### src/rtl/dice_pkg.sv
// Shared constants and helpers for the BCD dice roller: die table, 7-segment
// decode and a BCD decrement with borrow across up to four digits.
package dice_pkg;

  localparam int unsigned MAX_BTN = 8;

  // Die faces per button, stored as 4-digit BCD so they load straight into the count.
  localparam logic [15:0] DIE_SIDES [MAX_BTN] = '{
    16'h0004, 16'h0006, 16'h0008, 16'h0010,
    16'h0012, 16'h0020, 16'h0100, 16'h0002
  };

  // Segments {g,f,e,d,c,b,a}, active-high.
  function automatic logic [6:0] seg_decode(input logic [3:0] d);
    logic [6:0] s;
    case (d)
      4'd0:    s = 7'h3F;
      4'd1:    s = 7'h06;
      4'd2:    s = 7'h5B;
      4'd3:    s = 7'h4F;
      4'd4:    s = 7'h66;
      4'd5:    s = 7'h6D;
      4'd6:    s = 7'h7D;
      4'd7:    s = 7'h07;
      4'd8:    s = 7'h7F;
      4'd9:    s = 7'h6F;
      default: s = 7'h00;
    endcase
    return s;
  endfunction

  function automatic logic [15:0] bcd_dec(input logic [15:0] v);
    logic [15:0] r;
    logic        borrow;
    r      = v;
    borrow = 1'b1;
    for (int k = 0; k < 4; k++) begin
      if (borrow) begin
        if (v[4*k +: 4] == 4'd0) begin
          r[4*k +: 4] = 4'd9;
        end else begin
          r[4*k +: 4] = v[4*k +: 4] - 4'd1;
          borrow      = 1'b0;
        end
      end
    end
    return r;
  endfunction

  // A die is usable only if its face count fits in the available digits.
  function automatic logic die_fits(input logic [15:0] sides, input int unsigned ndig);
    return (sides >> (4 * ndig)) == 16'h0000;
  endfunction

endpackage

### src/rtl/dice_debounce.sv
// Single-bit tick-sampled debouncer: the output follows the input only after
// DEB_TICKS consecutive tick samples that all differ from the current output.
module dice_debounce #(
  parameter int unsigned DEB_TICKS = 3
) (
  input  logic clk,
  input  logic rst_n,
  input  logic tick,
  input  logic in,
  output logic out
);

  localparam int unsigned CW = $clog2(DEB_TICKS + 1);

  logic [CW-1:0] cnt_q, cnt_d;
  logic          out_q, out_d;

  always_comb begin
    cnt_d = cnt_q;
    out_d = out_q;
    if (tick) begin
      if (in == out_q) begin
        cnt_d = '0;
      end else if (cnt_q == CW'(DEB_TICKS - 1)) begin
        out_d = in;
        cnt_d = '0;
      end else begin
        cnt_d = cnt_q + 1'b1;
      end
    end
  end

  always_ff @(posedge clk or negedge rst_n) begin
    if (!rst_n) begin
      cnt_q <= '0;
      out_q <= 1'b0;
    end else begin
      cnt_q <= cnt_d;
      out_q <= out_d;
    end
  end

  assign out = out_q;

endmodule

### src/rtl/dice_roller_bcd.sv
// Parametrised BCD dice roller: debounced die buttons, wrap-to-max BCD count,
// release timeout and one-hot scanned 7-segment drive with leading-zero blanking.
module dice_roller_bcd
  import dice_pkg::*;
#(
  parameter int unsigned NDIG      = 3,
  parameter int unsigned NBTN      = 7,
  parameter int unsigned PRESC_W   = 10,
  parameter int unsigned DEB_TICKS = 3,
  parameter int unsigned TIMEOUT   = 255
) (
  input  logic              clk,
  input  logic              rst_n,
  input  logic [NBTN-1:0]   btn,
  output logic [6:0]        seg,
  output logic [NDIG-1:0]   dig_en,
  output logic [4*NDIG-1:0] value_bcd,
  output logic              rolling,
  output logic              valid
);

  localparam int unsigned VW = 4 * NDIG;
  localparam int unsigned SW = $clog2(NDIG);

  logic [PRESC_W-1:0] presc_q;
  logic               tick;
  logic [NBTN-1:0]    deb;
  logic [NBTN-1:0]    elig;
  logic               any;
  logic [2:0]         sel;
  logic               load;

  logic [VW-1:0]      value_q, value_d;
  logic [2:0]         die_sel_q, die_sel_d;
  logic               rolling_q;
  logic               valid_q, valid_d;
  logic [7:0]         timeout_q, timeout_d;
  logic [SW-1:0]      scan_q, scan_d;
  logic [6:0]         seg_q, seg_d;
  logic [NDIG-1:0]    dig_en_q, dig_en_d;

  logic               disp_on;
  logic [NDIG-1:0]    keep;
  logic               nz_above;
  logic [3:0]         digit;
  logic               shown;

  assign tick = (presc_q == '0);

  for (genvar i = 0; i < NBTN; i++) begin : g_deb
    dice_debounce #(
      .DEB_TICKS(DEB_TICKS)
    ) u_deb (
      .clk  (clk),
      .rst_n(rst_n),
      .tick (tick),
      .in   (btn[i]),
      .out  (deb[i])
    );
  end

  // Lowest-index eligible button wins.
  always_comb begin
    sel = 3'd0;
    for (int i = NBTN - 1; i >= 0; i--) begin
      elig[i] = deb[i] && die_fits(DIE_SIDES[i], NDIG);
      if (elig[i]) sel = 3'(i);
    end
    any = |elig;
  end

  assign load = any && (!rolling_q || (sel != die_sel_q));

  always_comb begin
    value_d   = value_q;
    die_sel_d = die_sel_q;
    valid_d   = valid_q;
    timeout_d = timeout_q;
    if (load) begin
      value_d   = VW'(DIE_SIDES[sel]);
      die_sel_d = sel;
      valid_d   = 1'b0;
    end else if (any) begin
      value_d = (value_q == VW'(1)) ? VW'(DIE_SIDES[die_sel_q]) : VW'(bcd_dec(16'(value_q)));
    end
    if (rolling_q && !any) begin
      valid_d   = 1'b1;
      timeout_d = 8'(TIMEOUT);
    end else if (tick && (timeout_q != 8'd0) && !any) begin
      timeout_d = timeout_q - 8'd1;
    end
  end

  assign disp_on = (timeout_q != 8'd0) && !any;

  // keep[k]: some digit at or above k is nonzero, so digit k is lit.
  always_comb begin
    keep     = '0;
    nz_above = 1'b0;
    for (int k = NDIG - 1; k >= 1; k--) begin
      nz_above = nz_above | (|value_q[4*k +: 4]);
      keep[k]  = nz_above;
    end
    keep[0] = 1'b1;
  end

  always_comb begin
    digit = 4'd0;
    shown = 1'b0;
    for (int k = 0; k < NDIG; k++) begin
      if (scan_q == SW'(k)) begin
        digit = value_q[4*k +: 4];
        shown = keep[k];
      end
    end
    scan_d   = (scan_q == SW'(NDIG - 1)) ? '0 : scan_q + 1'b1;
    seg_d    = seg_decode(digit);
    dig_en_d = (disp_on && shown) ? (NDIG'(1) << scan_q) : '0;
  end

  always_ff @(posedge clk or negedge rst_n) begin
    if (!rst_n) begin
      presc_q   <= '0;
      value_q   <= VW'(1);
      die_sel_q <= 3'd0;
      rolling_q <= 1'b0;
      valid_q   <= 1'b0;
      timeout_q <= 8'd0;
      scan_q    <= '0;
      seg_q     <= 7'd0;
      dig_en_q  <= '0;
    end else begin
      presc_q   <= presc_q + 1'b1;
      value_q   <= value_d;
      die_sel_q <= die_sel_d;
      rolling_q <= any;
      valid_q   <= valid_d;
      timeout_q <= timeout_d;
      scan_q    <= scan_d;
      seg_q     <= seg_d;
      dig_en_q  <= dig_en_d;
    end
  end

  assign seg       = seg_q;
  assign dig_en    = dig_en_q;
  assign value_bcd = value_q;
  assign rolling   = rolling_q;
  assign valid     = valid_q;

endmodule

### config.mk
export PLATFORM = sky130hd
export DESIGN_NAME = dice_roller_bcd
export DESIGN_NICKNAME = d
export VERILOG_FILES = /design/src/rtl/dice_pkg.sv /design/src/rtl/dice_debounce.sv /design/src/rtl/dice_roller_bcd.sv
export SDC_FILE = /design/constraint.sdc
export NUM_CORES = 1
export LEC_CHECK = 0
export ABC_AREA = 1
export BUFFER_PORTS_ARGS = -buffer_cell sky130_fd_sc_hd__buf_4
export CORE_MARGIN = 4
export CORE_UTILIZATION = 30
export CTS_CLUSTER_SIZE = 8
export DETAILED_ROUTE_END_ITERATION = 12
export PLACE_DENSITY = 0.47
export SYNTH_ARGS = -nofsm -noshare
export SYNTH_HDL_FRONTEND = slang
export SYNTH_SLANG_ARGS = --single-unit
### constraint.sdc
create_clock -name clk -period 3.61 [get_ports clk]
set_input_delay 0.1805 -clock clk [delete_from_list [all_inputs] [get_ports clk]]
set_output_delay 0.1805 -clock clk [all_outputs]
set_load 0.01 [all_outputs]
=== Yosys cells after proc, flatten, opt, wreduce, memory -nomap -nowiden ===
Memories as Yosys holds them, arrays and structs flattened. A register that Yosys moved wholly into a read port is not among the register bits.
Cells that the tools add are included.

* Word-level logic and storage cells: 156
* Output and inout port bits: 24
* Input port bits: 9
* Memory bits (read-only): 368
* Register bits after elaboration: 61
* Memories: 3

* Reductions and logical operators: 33
* Equality and inequality tests: 18
* Multiplexer cells: 52
* $add $sub $neg: 13
* $lt $le $gt $ge: 2
* Shift operators: 1
* Bitwise gates (word level): 10

{| class="wikitable"
|+ Memories
! memory !! depth !! bits a word !! rd ports !! clocked after Yosys merged registers in !! write ports !! line !! text
|-
| (no name shown) || 8 || 16 || 1 || 0 || 0 || dice_roller_bcd.sv:84 || <nowiki>value_d = (value_q == VW'(1)) ? VW'(DIE_SIDES[die_sel_q]) : VW'(bcd_dec(16'(value_q)));</nowiki>
|-
| (no name shown) || 8 || 16 || 1 || 0 || 0 || dice_roller_bcd.sv:80 || <nowiki>value_d = VW'(DIE_SIDES[sel]);</nowiki>
|-
| (no name shown) || 16 || 7 || 1 || 1 || 0 || dice_pkg.sv:16 || <nowiki>case (d)</nowiki>
|}

{| class="wikitable"
|+ Operators with widths
! cell !! count
|-
| 12-bit two-way mux || 7
|-
| 4-bit two-way mux || 8
|-
| 2-bit two-way mux || 15
|-
| 3-bit two-way mux || 8
|-
| 3-bit AND reduction || 7
|-
| 2-bit by 1-bit adder with 2-bit output (second input constant) || 8
|-
| 2-bit == test (second input constant) || 8
|-
| 8-bit two-way mux || 2
|-
| 12-bit by 1-bit == test with 1-bit output (second input constant) || 1
|-
| 4-bit logical NOT || 3
|-
| 1-bit two-way mux || 12
|-
| 4-bit by 1-bit subtractor with 4-bit output (second input constant) || 3
|-
| 10-bit by 1-bit adder with 10-bit output (second input constant) || 1
|-
| 10-bit logical NOT || 1
|-
| 4-bit >= comparator (second input constant) || 2
|-
| 3-bit inverter with 4-bit output || 2
|-
| 8-bit nonzero test || 1
|-
| 4-bit OR reduction || 2
|-
| 8-bit by 1-bit subtractor with 8-bit output (second input constant) || 1
|-
| 1-bit == test || 7
|-
| 1-bit inverter || 7
|-
| 7-bit OR reduction || 1
|-
| 1-bit logical AND || 6
|-
| 2-bit nonzero test || 3
|-
| other kinds (9) || 13
|}

=== Logic depth before layout (Yosys ltp) ===
Gate-level depths: netlist of run 1.

* Depth in word-level cells: 18
* Mapped depth: 15

=== Hierarchy ===
Synthesis of run 1 repeated with hierarchy kept, for this count alone.

* Cells, all modules: 492
* Area, all modules: 3926.3 um2

{| class="wikitable"
|+ By module, submodules not included
! module !! cells each !! area an instance (um2) !! times used
|-
| dice_roller_bcd || 359 || 2919.0 || 1
|-
| dice_debounce || 19 || 143.9 || 7
|}

=== Worst setup path after synthesis of run 1 ===
Ideal clock, no wire load.

* Path type: flip-flop to flip-flop
* Start: reg value_q[0] (netlist: value_bcd[0])
* End: reg seg_q[0] (netlist: seg[0])
* Stages on the path, launching flop included: 7
* Period minus slack after synthesis: 1.893 ns
* Arrival time: 1.812 ns
* Required time: 3.528 ns
* Path slack: 1.717 ns
* Buffers on the path: 0
* Path through: dfstp_2 -> inv_1 -> a221oi_1 -> inv_1 -> ha_1 -> or2_2 -> a31oi_1

* Word-level cells in the longest chain between the ends: 3

{| class="wikitable"
|+ RTL lines
! element !! line !! text
|-
| from (decl) || dice_roller_bcd.sv:33 || <nowiki>logic [VW-1:0] value_q, value_d;</nowiki>
|-
| from (signal assigned) || dice_roller_bcd.sv:134 || <nowiki>value_q <= value_d;</nowiki>
|-
| 4-bit two-way mux (3 in series) || dice_roller_bcd.sv:111 || <nowiki>if (scan_q == SW'(k)) begin</nowiki>
|-
| to (decl) || dice_roller_bcd.sv:39 || <nowiki>logic [6:0] seg_q, seg_d;</nowiki>
|}

Every way passes these cells.
A chain may end at the register's enable or synchronous reset.

=== Worst setup path in the final report of run 1 ===
* Start: reg presc_q[0]
* End: reg timeout_q[6]

* Word-level cells in the longest chain between the ends: 4

{| class="wikitable"
|+ RTL lines
! element !! line !! text
|-
| from (decl) || dice_roller_bcd.sv:25 || <nowiki>logic [PRESC_W-1:0] presc_q;</nowiki>
|-
| from (signal assigned) || dice_roller_bcd.sv:133 || <nowiki>presc_q <= presc_q + 1'b1;</nowiki>
|-
| 10-bit logical NOT || dice_roller_bcd.sv:48 || <nowiki>assign tick = (presc_q == '0);</nowiki>
|-
| 1-bit logical AND (2 in series) || dice_roller_bcd.sv:89 || <nowiki>end else if (tick && (timeout_q != 8'd0) && !any) begin</nowiki>
|-
| 2-bit nonzero test (no line) || -- ||
|-
| to (signal assigned) || dice_roller_bcd.sv:138 || <nowiki>timeout_q <= timeout_d;</nowiki>
|-
| to (decl) || dice_roller_bcd.sv:37 || <nowiki>logic [7:0] timeout_q, timeout_d;</nowiki>
|}

Every way passes these cells.

==> impl_metrics.csv, run 1 <==
group,metric,value,unit
outcome,status,"finished with violations",
outcome,violations,"hold timing",
layout,drive_above_1_share,0.148,
global_route,grt_usage,0.124,
placement,place.gp.congestion,0.812,
sta,finalMaxSlewViolations,0,
sta,fin_setup_tns,0,ns
layout,syn2layout_area_growth,18.0,%
routing,drc,0,
layout,layout.cells.non_filler,686,
routing,ant_nets,0,
cts,cts.path.max_buffers,2,
cts,cts_hold_buf,0,
critical_path,cp.arrival,2.56,ns
placement,dp_cells,671,
logic_synthesis,synth_edf_count,0,
routing,wl_per_cell,12.4,um
logic_synthesis,ys_warn_count,0,
critical_path,rr_startpoint,"presc_q[0]",
floorplan,dieArea,14900,um2
logic_synthesis,syn-instance-count,473,
sta,fin_crit_sh,0.656,
pwr,p_leak,2.27,nW
routing,dr.pass1.iters,6,
placement,placedInstanceArea,4310,um2
routing,drtIter0Drc,198,
logic_synthesis,syn_avg_cell_area,8.24,um2
critical_path,crit_top_cell,"nand3_1",
cts,clock-sinks,68,
critical_path,ff2ff_setup_slack,1.24,ns
logic_synthesis,synth_nets,502,
logic_synthesis,ys_ff_latch,68,
logic_synthesis,async_reset_ff_frac,1.00,
placement,hpwl,6240,um
logic_synthesis,yosysSeqAreaShare,0.437,
global_route,antenna_found_initial,0,
cts,cts-root-buf,"clkbuf_16",
layout,antennaDiodeCount,0,
sta,slew-limit-headroom,0.404,
run,max_cap_violations,0,
logic_synthesis,synth_ff_type,"dfrtp_1",
min_path,holdCritPathClass,"in2async",
logic_synthesis,syn_area,3900,um2
critical_path,cp-startpoint,"presc_q[0]",
critical_path,critical_path_class,"reg2reg",
critical_path,cp.required,3.81,ns
sta,hold_violations,15,
placement,pre_cts_slack,1.22,ns
cts,cts_made_buffers,9,
critical_path,startpoint_type,"register",
sta,fmax,423,MHz
sta,worst_slack,1.24,ns
floorplan,std_cell_rows,41,
logic_synthesis,ys_types,44,
global_route,grt_pass1_wl,14700,um
pwr,pwr_density_cell,506,nW/um2
global_route,grt_max_degree,69,
sta,setup_viol,0,
pwr,ir_drop,296,uV
sta,timing.hold.ws,-0.0212,ns
cts,clkSlewWorstSetupHoldPaths,0.05,ns
critical_path,cp_slowest_cell,"o21ai_2",
cts,htreeDepth,3,
sta,rsz0062_at_grt,"false",
pwr,total_power,2.33,mW
placement,port_buffers,32,
critical_path,slowest_delay,0.53,ns
floorplan,core-area,12700,um2
layout,stdcell_area,4600,um2
routing,routed_wl,8500,um
cts,cts_setup_buffers,0,
global_route,grt-ovfl-total,0,
critical_path,worstPathCellList,"inv_1 -> ha_1 -> inv_1 -> nor2_1 -> nand3_1 -> nor2_1 -> nand3_1 -> o21ai_2 -> nand2_1 -> o21ai_0 -> nand3_1",
global_route,grt_pass1_vias,3141,
floorplan,io_pins,33,
sta,skew,0.00791,ns
cts,cts_tree,"yes",
floorplan,fp.dieH,122,um
critical_path,critical_path.max_fanout,12,
sta,tightest_slew,0.894,ns
cts,cts-resized-gates,0,
critical_path,crit_end,"timeout_q[6]",
layout,nNetsFinal,539,
critical_path,reg2regPathDepth,11,
floorplan,die_x,122,um
sta,period_needed,2.37,ns
routing,vias,3154,
critical_path,r2r-end,"timeout_q[6]",
critical_path,end_kind,"register",
cts,insertion_delay,0.32,ns
routing,via_per_inst,4.60,
floorplan,initial_core_util,0.308,
layout,final_util,0.363,
layout,nFillCells,1308,
critical path, delay by kind of cell, from the launching register on:
| kind | cells | cell delay, ns |
|---|---|---|
| compound gates | 2 | 0.70 |
| fa+ha+maj | 1 | 0.14 |
| buf+inv | 2 | 0.15 |
| flops | 1 | 0.37 |
| simple gates | 6 | 0.85 |
where the power goes:
| part | internal, mW | total (mW) | switching [mW] | leakage [nW] |
|---|---|---|---|---|
| combinational | 0.216 | 0.560 | 0.344 | 1.26 |
| clock | 0.549 | 0.852 | 0.303 | 0.140 |
| sequential | 0.842 | 0.913 | 0.0705 | 0.863 |
Yosys cell counts (3+ instances only):
| cell | n | area share |
|---|---|---|
| ha_1 | 20 | 0.064 |
| nor2_1 | 41 | 0.039 |
| nand4_1 | 6 | 0.0096 |
| xnor2_1 | 3 | 0.0067 |
| nor3_1 | 6 | 0.0077 |
| nand3_1 | 43 | 0.055 |
| a31oi_1 | 5 | 0.0080 |
| o2111ai_1 | 5 | 0.011 |
| o22ai_1 | 4 | 0.0064 |
| o31ai_1 | 4 | 0.0077 |
| inv_1 | 72 | 0.069 |
| xor2_1 | 11 | 0.025 |
| nand2_2 | 5 | 0.0080 |
| o21ai_0 | 23 | 0.030 |
| nand3_2 | 4 | 0.010 |
| o21ai_1 | 8 | 0.010 |
| nand2_1 | 87 | 0.084 |
| nor4_1 | 3 | 0.0048 |
| dfrtp_1 | 67 | 0.43 |
| nor2_4 | 4 | 0.012 |
| a21oi_1 | 19 | 0.024 |
cells by family (layout without fill, tap and decap cells):
kind of cell               after synthesis  count (layout)  share of synthesized area
and+or+nand+nor                        215             215                      0.271
buffers and inverters                   81             122                     0.0825
AOI/OAI and AO/OA                       74              74                      0.112
DFF                                     68              68                      0.437
adders and majority gates               20              20                     0.0642
xor gates and xnor gates                14              14                     0.0315
muxes                                    1               1                    0.00257
state kept, by name, indices dropped and copies added (netlist names):
| name | cells |
|---|---|
| g_deb.u_deb.cnt_q | 14 |
| scan_q | 2 |
| valid | 1 |
| dig_en | 3 |
| timeout_q | 8 |
| rolling | 1 |
| g_deb.u_deb.out | 7 |
| value_bcd | 12 |
| presc_q | 10 |
| die_sel_q | 3 |
| seg | 7 |
placed cells by master (no fill, tap or decap), types with 2 or more instances in the layout:
master,n
inv_1,72
dfrtp_1,67
o22ai_1,4
a31oi_1,5
nand2_4,2
nand3_1,43
nor2_1,41
o21ai_1,8
nor2_4,4
clkbuf_16,9
nand2_2,5
nor3_1,6
o21ai_2,2
clkbuf_1,3
o21ai_0,23
nand2_1,87
xor2_1,11
nor3_4,2
buf_4,32
nor2_2,2
o2111ai_1,5
nand3_2,4
a21oi_1,19
inv_2,2
xnor2_1,3
o31ai_1,4
nor3_2,2
or2_1,2
nand4_1,6
or2_2,2
nor4_1,3
ha_1,20
how the worst min path moves through the flow:
stage / depth (start not counted) / end / slack (ns) / startpoint
floorplan: 0 / die_sel_q[0] / -0.12 / rst_n
global placement: 1 / seg[4] / 0.37 / rst_n
detailed placement: 1 / seg[6] / 0.37 / rst_n
CTS: 1 / timeout_q[4] / 0.03 / rst_n
global route: 1 / timeout_q[4] / 0.06 / rst_n
finish: 1 / seg[6] / -0.02 / rst_n
layer usage:
layer | up-vias | global-route usage | wire length (um)
li1 | 1613 | - | -
met1 | 1467 | 0.161 | 4160
met2 | 64 | 0.201 | 3870
met3 | 10 | 0.0371 | 384
met4 | 0 | 0.0343 | 87
met5 | - | 0 | 0
final cells by class:
cell class                 count  area [um2]  area share
inverter                      75         282      0.0612
clock inverter                 2        35.0     0.00762
sequential                    68        1700       0.370
timing repair buffer          32         240      0.0522
tap                          172         215      0.0468
clock buffer                  13         250      0.0544
multi-input combinational    324        1870       0.407
Note: power is estimated with default switching activity, not from simulation.
==> inputs of run 2 (changes only) <==
==> constraint.sdc (replaced) <==
create_clock -name clk -period 2.5 [get_ports clk]
set_input_delay 0.125 -clock clk [delete_from_list [all_inputs] [get_ports clk]]
set_output_delay 0.125 -clock clk [all_outputs]
set_load 0.01 [all_outputs]
==> run 2 against run 1 <==
Effect of this change: the run now ends clean; global-route usage rose by 0.44 points; die area did not move; critical path depth rose by 2; sequential share of layout area fell by 0.34 points; critical endpoint is now g_deb[4].u_deb.out.
==> impl_metrics.csv, run 2 (synthesis results as in run 1) <==
group,metric,value,unit
run,max_cap_violations,0,
layout,drive_above_1_share,0.156,
critical_path,worstPathCellList,"inv_1 -> ha_1 -> inv_1 -> nor2_1 -> nand3_1 -> nor2_1 -> nand3_1 -> buf_4 -> inv_2 -> o21ai_1 -> nor3_1 -> nor2_1 -> a21oi_1",
floorplan,dieArea,14900,um2
placement,dp_cells,674,
layout,largest_register_ffs,14,
critical_path,r2r-end,"g_deb[4].u_deb.out",
layout,nFillCells,1328,
floorplan,fp.dieH,122,um
cts,htreeDepth,3,
routing,drc,0,
global_route,grt_pass1_vias,3174,
routing,vias,3155,
critical_path,slowest_delay,0.38,ns
placement,hpwl,6300,um
layout,register_area,1700,um2
cts,cts-resized-gates,0,
sta,hold_violations,0,
routing,ant_nets,0,
critical_path,end_kind,"register",
floorplan,core-area,12700,um2
sta,slew-limit-headroom,0.419,
routing,routed_wl,8500,um
layout,layout.cells.non_filler,691,
pwr,p_leak,2.29,nW
cts,cts_setup_buffers,0,
routing,dr.pass1.iters,4,
critical_path,cp_slowest_cell,"dfrtp_1",
critical_path,crit_end,"g_deb[4].u_deb.out",
cts,cts_tree,"yes",
global_route,grt-ovfl-total,0,
placement,place.gp.congestion,0.827,
critical_path,startpoint_type,"register",
sta,setup_viol,0,
layout,final_cell_mix,"nand2_1, inv_1, dfrtp_1, nand3_1, nor2_1",
critical_path,cp_top_family,"simple AND/OR/NAND/NOR gates",
sta,rsz0062_at_grt,"false",
cts,cts.path.max_buffers,2,
global_route,grt_max_degree,69,
critical_path,path_depth,13,
outcome,status,"completed",
cts,insertion_delay,0.33,ns
cts,cts_made_buffers,9,
sta,fin_setup_tns,0,ns
floorplan,die_x,122,um
layout,largest-register,"g_deb.u_deb.cnt_q",
critical_path,cp-startpoint,"presc_q[0]",
sta,fin_crit_sh,0.821,
routing,wl_per_cell,12.3,um
floorplan,std_cell_rows,41,
critical_path,cp.required,2.76,ns
global_route,antenna_found_initial,0,
sta,worst_slack,0.448,ns
critical_path,critical_path_class,"reg2reg",
global_route,grt_pass1_wl,15100,um
placement,port_buffers,32,
pwr,pwr_density_cell,732,nW/um2
critical_path,rr_startpoint,"presc_q[0]",
critical_path,cp.arrival,2.31,ns
sta,finalMaxSlewViolations,0,
cts,cts-root-buf,"clkbuf_16",
layout,final_util,0.366,
critical_path,critical_path.max_fanout,11,
sta,tightest_slew,0.871,ns
floorplan,io_pins,33,
sta,period_needed,2.05,ns
pwr,ir_drop,304,uV
layout,multi_input_comb_area,1870,um2
routing,via_per_inst,4.57,
routing,drtIter0Drc,254,
critical_path,critPathBufInv,4,
cts,clock-sinks,68,
sta,skew,0.00461,ns
layout,nNetsFinal,543,
layout,syn2layout_area_growth,19.1,%
critical_path,reg2regPathDepth,13,
floorplan,initial_core_util,0.308,
global_route,grt_usage,0.128,
sta,fmax,487,MHz
critical_path,ff2ff_setup_slack,0.45,ns
cts,clkSlewWorstSetupHoldPaths,0.06,ns
layout,antennaDiodeCount,0,
layout,final_common_cell,"nand2_1",
critical_path,crit_top_cell,"nor2_1",
min_path,holdCritPathClass,"in2reg",
placement,pre_cts_slack,0.416,ns
## run 2: area by class of cell
| cell class | count | area share |
|---|---|---|
| Clock buffer | 12 | 0.0531 |
| Timing Repair Buffer | 36 | 0.0588 |
| Sequential cell | 68 | 0.367 |
| Clock inverter | 4 | 0.0105 |
| Multi-Input combinational cell | 324 | 0.404 |
| Tap cell | 172 | 0.0464 |
| Inverter | 75 | 0.0607 |
## run 2: layer usage
layer / routed length, um / GRT usage / share of wire
met1: 4050 / 0.166 / 0.48
met2: 3920 / 0.206 / 0.46
met3: 398 / 0.0371 / 0.047
met4: 131 / 0.0427 / 0.015
met5: 0 / 0 / 0
## run 2: worst register-to-register path: stages (launching register included)
cell	delay, ns
dfrtp_1	0.38
inv_1	0.10
ha_1	0.15
inv_1	0.06
nor2_1	0.08
nand3_1	0.07
nor2_1	0.09
nand3_1	0.12
buf_4	0.22
inv_2	0.16
o21ai_1	0.13
nor3_1	0.24
nor2_1	0.08
a21oi_1	0.11
## run 2: repair_timing
| action | CTS | global route |
|---|---|---|
| hold endpoints to repair | 67 | 0 |
| hold buffers | 1 | 0 |
| endpoints found under the setup margin | 0 | 0 |
## run 2: where the power goes
group          switching (mW)  internal [mW]
combinational           0.508          0.323
clock                   0.463          0.798
sequential             0.0902           1.22
## run 2: how the worst min path moves through the flow
stage | depth (start not counted) | start | endpoint
after detailed placement | 1 | rst_n | seg[4]
after global placement | 1 | rst_n | seg[6]
after floorplan | 0 | rst_n | die_sel_q[0]
final | 3 | btn[2] | g_deb[2].u_deb.out
after global routing | 3 | btn[2] | g_deb[2].u_deb.out
after CTS | 3 | btn[2] | g_deb[2].u_deb.out
## run 2: stage by stage
stage          cell area, um2  power, mW  hold WS, ns
2_1_floorplan            3900       1.84       -0.171
6_report                 4640       3.40       0.0261
4_1_cts                  4640       3.46      0.00995
3_3_place_gp             4340       2.16        0.320
3_5_place_dp             4340       2.17        0.317
5_1_grt                  4640       3.64       0.0198
